<file path="config.mk">
export PLATFORM = sky130hd
export DESIGN_NAME = commutator_seq_ctrl_flat
export DESIGN_NICKNAME = d
export VERILOG_FILES = /design/src/rtl/fft_ctrl_pkg.sv /design/src/rtl/commutator_seq_ctrl_if.sv /design/src/rtl/mod_counter.sv /design/src/rtl/commutator_seq_ctrl.sv /design/src/flat_wrapper.sv
export SDC_FILE = /design/constraint.sdc
export NUM_CORES = 1
export LEC_CHECK = 0
export ABC_AREA = 1
export BUFFER_PORTS_ARGS = -buffer_cell sky130_fd_sc_hd__buf_2
export CAP_MARGIN = 20
export CORE_MARGIN = 4
export CORE_UTILIZATION = 30
export CTS_CLUSTER_DIAMETER = 30
export DETAILED_ROUTE_END_ITERATION = 7
export PLACE_DENSITY = 0.55
export SLEW_MARGIN = 30
export SYNTH_ARGS = -nofsm -noshare
export SYNTH_HDL_FRONTEND = slang
export SYNTH_SLANG_ARGS = --single-unit
export TNS_END_PERCENT = 10
</file>
<file path="constraint.sdc">
create_clock -name clk -period 2.3 [get_ports clk]
set_clock_uncertainty 0.2 [all_clocks]
set_input_delay 0 -clock clk [delete_from_list [all_inputs] [get_ports clk]]
set_output_delay 0 -clock clk [all_outputs]
set_load 0.005 [all_outputs]
</file>
<file path="src/rtl/fft_ctrl_pkg.sv">
// ---------------------------------------------------------------------------
// fft_ctrl_pkg
// Shared definitions for the MDC-FFT stage controllers:
//   ctrl_state_e   FSM state encoding (IDLE, FILL, RUN, DRAIN)
//   COM_*          bit positions inside the 7-bit commutator state mask
//   clog2()        ceiling log2, used to derive counter widths
//   com_bit()      one-hot mask with a single COM_* bit set
// ---------------------------------------------------------------------------
package fft_ctrl_pkg;

    typedef enum logic [1:0] {
        IDLE  = 2'd0,
        FILL  = 2'd1,
        RUN   = 2'd2,
        DRAIN = 2'd3
    } ctrl_state_e;

    localparam int COM_MASK_W   = 7;
    localparam int COM_BYPASS   = 0;
    localparam int COM_STRAIGHT = 4;
    localparam int COM_CROSS    = 5;
    localparam int COM_DRAIN    = 6;

    // Smallest n with 2**n >= value. The loop stops at 30 so the shift
    // never reaches the sign bit of a 32-bit int.
    function automatic int clog2(input int value);
        int result;
        result = 0;
        for (int i = 0; i < 31; i++) begin
            if ((1 << i) < value) begin
                result = i + 1;
            end
        end
        return result;
    endfunction

    function automatic logic [COM_MASK_W-1:0] com_bit(input int idx);
        return COM_MASK_W'(1) << idx;
    endfunction

endpackage

</file>
<file path="src/rtl/commutator_seq_ctrl_if.sv">
// ---------------------------------------------------------------------------
// commutator_seq_ctrl_if
// Bundles the sample-stream handshake and the commutator control outputs of
// one MDC-FFT stage sequencer.
//   in_valid   source -> ctrl : sample pair presented this cycle
//   in_last    source -> ctrl : final pair of the stream (qualifies in_valid)
//   mode       ctrl -> stage  : 0 switch, 1 bypass
//   com_mask   ctrl -> stage  : commutator state mask (one-hot or zero)
//   out_valid  ctrl -> stage  : commutator outputs carry valid data
//   busy       ctrl -> status : sequencer not idle
//   done       ctrl -> status : pulse on the last drain cycle
//   overrun    ctrl -> status : pulse when a pair arrives during drain
// Modports: master = stream source / observer, slave = sequencer.
// ---------------------------------------------------------------------------
interface commutator_seq_ctrl_if;
    import fft_ctrl_pkg::*;

    logic                  in_valid;
    logic                  in_last;
    logic                  mode;
    logic [COM_MASK_W-1:0] com_mask;
    logic                  out_valid;
    logic                  busy;
    logic                  done;
    logic                  overrun;

    modport master (
        output in_valid,
        output in_last,
        input  mode,
        input  com_mask,
        input  out_valid,
        input  busy,
        input  done,
        input  overrun
    );

    modport slave (
        input  in_valid,
        input  in_last,
        output mode,
        output com_mask,
        output out_valid,
        output busy,
        output done,
        output overrun
    );

endinterface

</file>
<file path="src/rtl/mod_counter.sv">
// ---------------------------------------------------------------------------
// mod_counter
// Modulo-MOD up counter with enable and synchronous clear.
//   clk      clock
//   rst      synchronous active-high reset (count -> 0)
//   en_i     count one event this cycle
//   clr_i    restart the count; if en_i is also high the restarting event is
//            counted, so the register lands on 1 rather than 0
//   count_o  current count, 0 .. MOD-1
// ---------------------------------------------------------------------------
module mod_counter #(
    parameter int MOD = 16,
    parameter int W   = 4
) (
    input  logic         clk,
    input  logic         rst,
    input  logic         en_i,
    input  logic         clr_i,
    output logic [W-1:0] count_o
);

    localparam logic [W-1:0] LAST = W'(MOD - 1);

    logic [W-1:0] count_q;
    logic [W-1:0] count_d;

    always_comb begin
        count_d = count_q;
        if (clr_i) begin
            count_d = en_i ? W'(1) : '0;
        end else if (en_i) begin
            count_d = (count_q == LAST) ? '0 : count_q + W'(1);
        end
    end

    always_ff @(posedge clk) begin
        if (rst) begin
            count_q <= '0;
        end else begin
            count_q <= count_d;
        end
    end

    assign count_o = count_q;

endmodule

</file>
<file path="src/rtl/commutator_seq_ctrl.sv">
// ---------------------------------------------------------------------------
// commutator_seq_ctrl
// Sequencer for one MDC-FFT commutator stage. Follows the stream of sample
// pairs entering the stage, fills the delay line, alternates the commutator
// between straight and cross every DELAY accepted pairs, and flushes the
// delay line for DELAY cycles after the last pair.
// Parameters:
//   DELAY   delay-line depth in sample pairs (power of 2, >= 2)
//   CNT_W   pair counter width, derived from DELAY
// Ports:
//   clk     clock, rising edge
//   rst     synchronous active-high reset
//   bus     commutator_seq_ctrl_if.slave (stream in, commutator controls out)
// All outputs are registered: what is seen at cycle t+1 describes the pair
// (or drain step) handled at cycle t.
// ---------------------------------------------------------------------------
module commutator_seq_ctrl
    import fft_ctrl_pkg::*;
#(
    parameter int DELAY = 8,
    parameter int CNT_W = clog2(DELAY) + 1
) (
    input  logic                 clk,
    input  logic                 rst,
    commutator_seq_ctrl_if.slave bus
);

    localparam logic [CNT_W-1:0]      FILL_LAST  = CNT_W'(DELAY - 1);
    localparam logic [CNT_W-1:0]      DRAIN_LAST = CNT_W'(DELAY - 1);
    localparam logic [COM_MASK_W-1:0] MASK_STRAIGHT = com_bit(COM_STRAIGHT);
    localparam logic [COM_MASK_W-1:0] MASK_CROSS    = com_bit(COM_CROSS);
    localparam logic [COM_MASK_W-1:0] MASK_DRAIN    = com_bit(COM_DRAIN);

    ctrl_state_e           state_q;
    logic [CNT_W-1:0]      drain_cnt_q;
    logic                  mode_q;
    logic [COM_MASK_W-1:0] com_mask_q;
    logic                  out_valid_q;
    logic                  busy_q;
    logic                  done_q;
    logic                  overrun_q;

    logic [CNT_W-1:0]      cnt;
    logic                  cnt_en;
    logic                  cnt_clr;
    logic                  phase;

    // Pairs arriving in DRAIN are dropped and must not disturb the count.
    assign cnt_en  = bus.in_valid && (state_q != DRAIN);
    // Holding the counter clear while idle gives every stream a 0 base.
    assign cnt_clr = (state_q == IDLE);

    mod_counter #(
        .MOD (2 * DELAY),
        .W   (CNT_W)
    ) u_pair_cnt (
        .clk     (clk),
        .rst     (rst),
        .en_i    (cnt_en),
        .clr_i   (cnt_clr),
        .count_o (cnt)
    );

    // The fill consumes counts 0..DELAY-1, so the first RUN block sits in the
    // upper half of the 2*DELAY cycle; that block is routed straight, the
    // next one (after the wrap) crossed, and so on alternately.
    assign phase = cnt[CNT_W-1];

    always_ff @(posedge clk) begin
        if (rst) begin
            state_q     <= IDLE;
            drain_cnt_q <= '0;
            mode_q      <= 1'b0;
            com_mask_q  <= '0;
            out_valid_q <= 1'b0;
            busy_q      <= 1'b0;
            done_q      <= 1'b0;
            overrun_q   <= 1'b0;
        end else begin
            done_q      <= 1'b0;
            overrun_q   <= 1'b0;
            out_valid_q <= 1'b0;

            case (state_q)
                IDLE: begin
                    mode_q     <= 1'b0;
                    com_mask_q <= '0;
                    busy_q     <= 1'b0;
                    if (bus.in_valid) begin
                        // The first pair already enters the delay line.
                        mode_q <= 1'b1;
                        busy_q <= 1'b1;
                        if (bus.in_last) begin
                            state_q     <= DRAIN;
                            drain_cnt_q <= DRAIN_LAST;
                        end else begin
                            state_q <= FILL;
                        end
                    end
                end

                FILL: begin
                    mode_q     <= 1'b1;
                    com_mask_q <= '0;
                    busy_q     <= 1'b1;
                    if (bus.in_valid) begin
                        if (bus.in_last) begin
                            state_q     <= DRAIN;
                            drain_cnt_q <= DRAIN_LAST;
                        end else if (cnt == FILL_LAST) begin
                            state_q <= RUN;
                        end
                    end
                end

                RUN: begin
                    mode_q <= 1'b0;
                    busy_q <= 1'b1;
                    // During gaps the mask keeps its last value.
                    if (bus.in_valid) begin
                        out_valid_q <= 1'b1;
                        com_mask_q  <= phase ? MASK_STRAIGHT : MASK_CROSS;
                        if (bus.in_last) begin
                            state_q     <= DRAIN;
                            drain_cnt_q <= DRAIN_LAST;
                        end
                    end
                end

                DRAIN: begin
                    mode_q      <= 1'b0;
                    com_mask_q  <= MASK_DRAIN;
                    out_valid_q <= 1'b1;
                    overrun_q   <= bus.in_valid;
                    if (drain_cnt_q == '0) begin
                        done_q  <= 1'b1;
                        busy_q  <= 1'b0;
                        state_q <= IDLE;
                    end else begin
                        drain_cnt_q <= drain_cnt_q - CNT_W'(1);
                        busy_q      <= 1'b1;
                    end
                end

                default: begin
                    state_q <= IDLE;
                end
            endcase
        end
    end

    assign bus.mode      = mode_q;
    assign bus.com_mask  = com_mask_q;
    assign bus.out_valid = out_valid_q;
    assign bus.busy      = busy_q;
    assign bus.done      = done_q;
    assign bus.overrun   = overrun_q;

endmodule

</file>
<file path="src/flat_wrapper.sv">
// flat-port wrapper written by rule: the top's interface ports become plain ports
module commutator_seq_ctrl_flat import fft_ctrl_pkg::*;
#(
    parameter int DELAY = 8,
    parameter int CNT_W = clog2(DELAY) + 1
)
  (clk, rst, bus_in_valid, bus_in_last, bus_mode, bus_com_mask, bus_out_valid, bus_busy, bus_done, bus_overrun);
  commutator_seq_ctrl_if bus_i ();
  input  logic clk;
  input  logic rst;
  input wire logic [$bits(bus_i.in_valid)-1:0] bus_in_valid;
  input wire logic [$bits(bus_i.in_last)-1:0] bus_in_last;
  output wire logic [$bits(bus_i.mode)-1:0] bus_mode;
  output wire logic [$bits(bus_i.com_mask)-1:0] bus_com_mask;
  output wire logic [$bits(bus_i.out_valid)-1:0] bus_out_valid;
  output wire logic [$bits(bus_i.busy)-1:0] bus_busy;
  output wire logic [$bits(bus_i.done)-1:0] bus_done;
  output wire logic [$bits(bus_i.overrun)-1:0] bus_overrun;
  assign bus_i.in_valid = bus_in_valid;
  assign bus_i.in_last = bus_in_last;
  assign bus_mode = bus_i.mode;
  assign bus_com_mask = bus_i.com_mask;
  assign bus_out_valid = bus_i.out_valid;
  assign bus_busy = bus_i.busy;
  assign bus_done = bus_i.done;
  assign bus_overrun = bus_i.overrun;
  commutator_seq_ctrl #(.DELAY(DELAY), .CNT_W(CNT_W)) u_core (.clk(clk), .rst(rst), .bus(bus_i));
endmodule
</file>
==> reports/summary.txt <==
Total Power: 0.001092 W
MaxCap Viol Count: 0
Worst Path Required: 2.30 ns
TritonCTS Sinks: 18
post-synth top area cell: dfxtp_1
Final Slew Violations: 0
minimum clock period: 1.786 ns
PwrDens: 954.5 mW/mm^2
post-synthesis cell type count: 19
vias in the first global route: 897
CP Cell Sequence: inv_1 -> ha_1 -> inv_1 -> nor2_1 -> inv_1 -> nand2_1 -> nor2_1 -> nand3_1 -> nand2_1 -> nor2_1
Synth Cell Area: 999.7 sq um
final setup violation count: 0
Core ar.: 0.003128 sq mm
antenna-violating nets left: 0
I/O Pins: 16
clock root cell: clkbuf_4
slowest CP cell: dfxtp_1
Post-synth EDFFs: 0
post-synthesis compound-gate area fraction: 13.39%
remaining global-route overflow: 0
initial antenna violation count: 0
CTS Buf Count: 3
WS Path Type: reg -> reg
gpl congestion: 0.8140
register area share after synthesis: 36.05%
largest family of logic cells by synthesized area: simple AND/OR/NAND/NOR gates
initial core utilization: 31.96%
Area after DPL: 0.001087 sq mm
ANT cells: 0
share of the synthesized area in the top cell type: 36.05%
Cells after DPL: 198
first-pass GRT wire length: 3712 microns
Yosys reg bits: 18
Tot GR Track Use: 11.15%
LEAKAGE: 0.5494 nW
Critical path buffers and inverters: 3
Critical Path Start Type: flip-flop
Total Wirelength: 2057 microns
nature of the critical path endpoint: flip-flop
FP Rows: 20
Vias per Instance: 4.485
CTS tree: built
H-tree levels: 1
area growth from synthesis to layout: 14.39%
synth top area cells: dfxtp_1 36%, ha_1 10%, nand2_1 9.8%
yosys warns: 0
Synth Area in Simple Gates: 27.66%
Top FF cell, synth: dfxtp_1
1st-iter DRT viols: 41
worst-path maximum fanout: 7
largest net degree at the start of global routing: 12
proportion of synthesized area in mux cells: 0%
Clk Latency, worst-skew pair: 0.29 ns
syn_area_per_cell: 6.895 sq um
dpl hpwl: 1682 microns
worst hold path class: in -> reg
most numerous cell in the Yosys netlist: nand2_1
Tcrit/Tclk final: 77.66%
clock tree buffer depth: 2
Adder-Cell Fraction of Synth Area: 10.01%
Routed wire per std cell: 10.08 microns
Synth Instances: 145
PortBufs: 11
Critical Path Max Stage Delay: 0.47 ns
status: finished, final reports clean
Max Freq: 0.5599 GHz
via count: 915
Post-Synth XOR/XNOR Area: 0.8761%
Post-synth top cells: 26 x nand2_1, 23 x nor2_1, 20 x inv_1, 18 x dfxtp_1, 13 x nand3_1
drt drc: 0
Max VDD drop: 0.2462 mV
chip width: 65.73 microns
ys async rst share: 0%
final std cells w/o fill: 204
die area: 0.004320 sq mm
router iterations before antenna repair: 4
post-route setup TNS: 0 ns
CP delay by family, top: simple AND/OR/NAND/NOR gates
Net count, final: 173
die height: 65.73 microns
unrepaired setup endpoints after global routing: false
CTS clock-pin slew for the worst setup and hold paths: 0.10 ns
Post CTS Setup Buffer Count: 0
fin area: 0.001144 sq mm
CP arrival: 1.79 ns
Hold Violations, Final: 0
share of cells above drive strength 1: 12.50%
-- layout make-up --
cell class | instances | area, sq um
Multi-Input combinational cell | 103 | 534.3
Timing Repair Buffer | 13 | 75.07
Clock buffer | 4 | 36.28
Inverter | 22 | 82.58
Tap cell | 44 | 55.05
Fill cell | 356 | 1984
Sequential cell | 18 | 360.3
-- worst paths after layout --
| path | endpoint | depth (start not counted) | from | slack, ns |
|---|---|---|---|---|
| setup / recovery | u_core.state_q[1]$_SDFFE_PP0P_ | 10 | u_core.state_q[0]$_SDFFE_PP0P_ | 0.51 |
| hold / removal | u_core.state_q[0]$_SDFFE_PP0P_ | 6 | bus_in_last | 0.03 |
| setup reg to reg | u_core.state_q[1]$_SDFFE_PP0P_ | 10 | u_core.state_q[0]$_SDFFE_PP0P_ | 0.51 |
| hold reg to reg | u_core.bus.com_mask[6]$_SDFFE_PP0P_ | 2 | u_core.bus.com_mask[6]$_SDFFE_PP0P_ | 0.29 |
-- power breakdown --
group	internal, W	switching (W)
Clock	0.0000965	0.0000996
Combinational	0.000184	0.000298
Sequential	0.000368	0.0000455
-- worst min-delay path: stages --
cell     delay, ns
buf_2         0.13
nor2_1        0.10
a21oi_1       0.06
nand3_1       0.08
nand2_1       0.05
nor2_1        0.07
-- flip-flops by register name (all words and copies together), names as in the netlist --
name and flops:
u_core.bus.com_mask 3, u_core.bus.busy 1, u_core.bus.overrun 1, u_core.drain_cnt_q 4, u_core.bus.out_valid 1, u_core.state_q 2
u_core.bus.done 1, u_core.bus.mode 1, u_core.u_pair_cnt.count_o 4
-- cells in the final DEF (no fill, tap or decap), drive strengths merged --
cell and n:
nand3 13, o21a 1, or2 1, nor2 23, dlygate4sd3 2, dfxtp 18
nor3 3, a211oi 1, xor2 1, o21ai 11, buf 11, nand2 27
conb 4, inv 22, a21oi 9, clkbuf 4, o21bai 1, ha 8
-- metrics by stage --
| step | hold WS [ns] | utilization, % | setup slack [ns] |
|---|---|---|---|
| global placement | 0.1326 | 34.76 | 0.6378 |
| detailed placement | 0.1249 | 34.76 | 0.5634 |
| CTS | 0.03923 | 36.56 | 0.5410 |
| finish | 0.03090 | 36.56 | 0.5139 |
| floorplan | -0.04062 | - | 0.7557 |
| global route | 0.1135 | 36.56 | 0.3471 |
-- cells by family after synthesis --
| logic type | count (synthesis) |
|---|---|
| and+or+nand+nor | 67 |
| buffers and inverters | 27 |
| AOI/OAI and AO/OA | 23 |
| DFF | 18 |
| adders and majority gates | 8 |
| xor gates and xnor gates | 1 |
| other | 1 |
-- metal layers --
| metal | GRT usage [%] | vias up | wire length, microns |
|---|---|---|---|
| met4 | 6.218 | 0 | 55 |
| met2 | 18.65 | 21 | 989 |
| met3 | 1.709 | 5 | 109 |
| met1 | 13.47 | 409 | 902 |
| li1 | - | 480 | - |
| met5 | 0 | - | 0 |
-- what timing repair did --
item | 4_1_cts | 5_1_grt
resized for setup | 0 | 0
hold buffers | 2 | 0
endpoints found under the hold margin | 15 | 0
No activity file was read; power rests on OpenSTA's default activity.
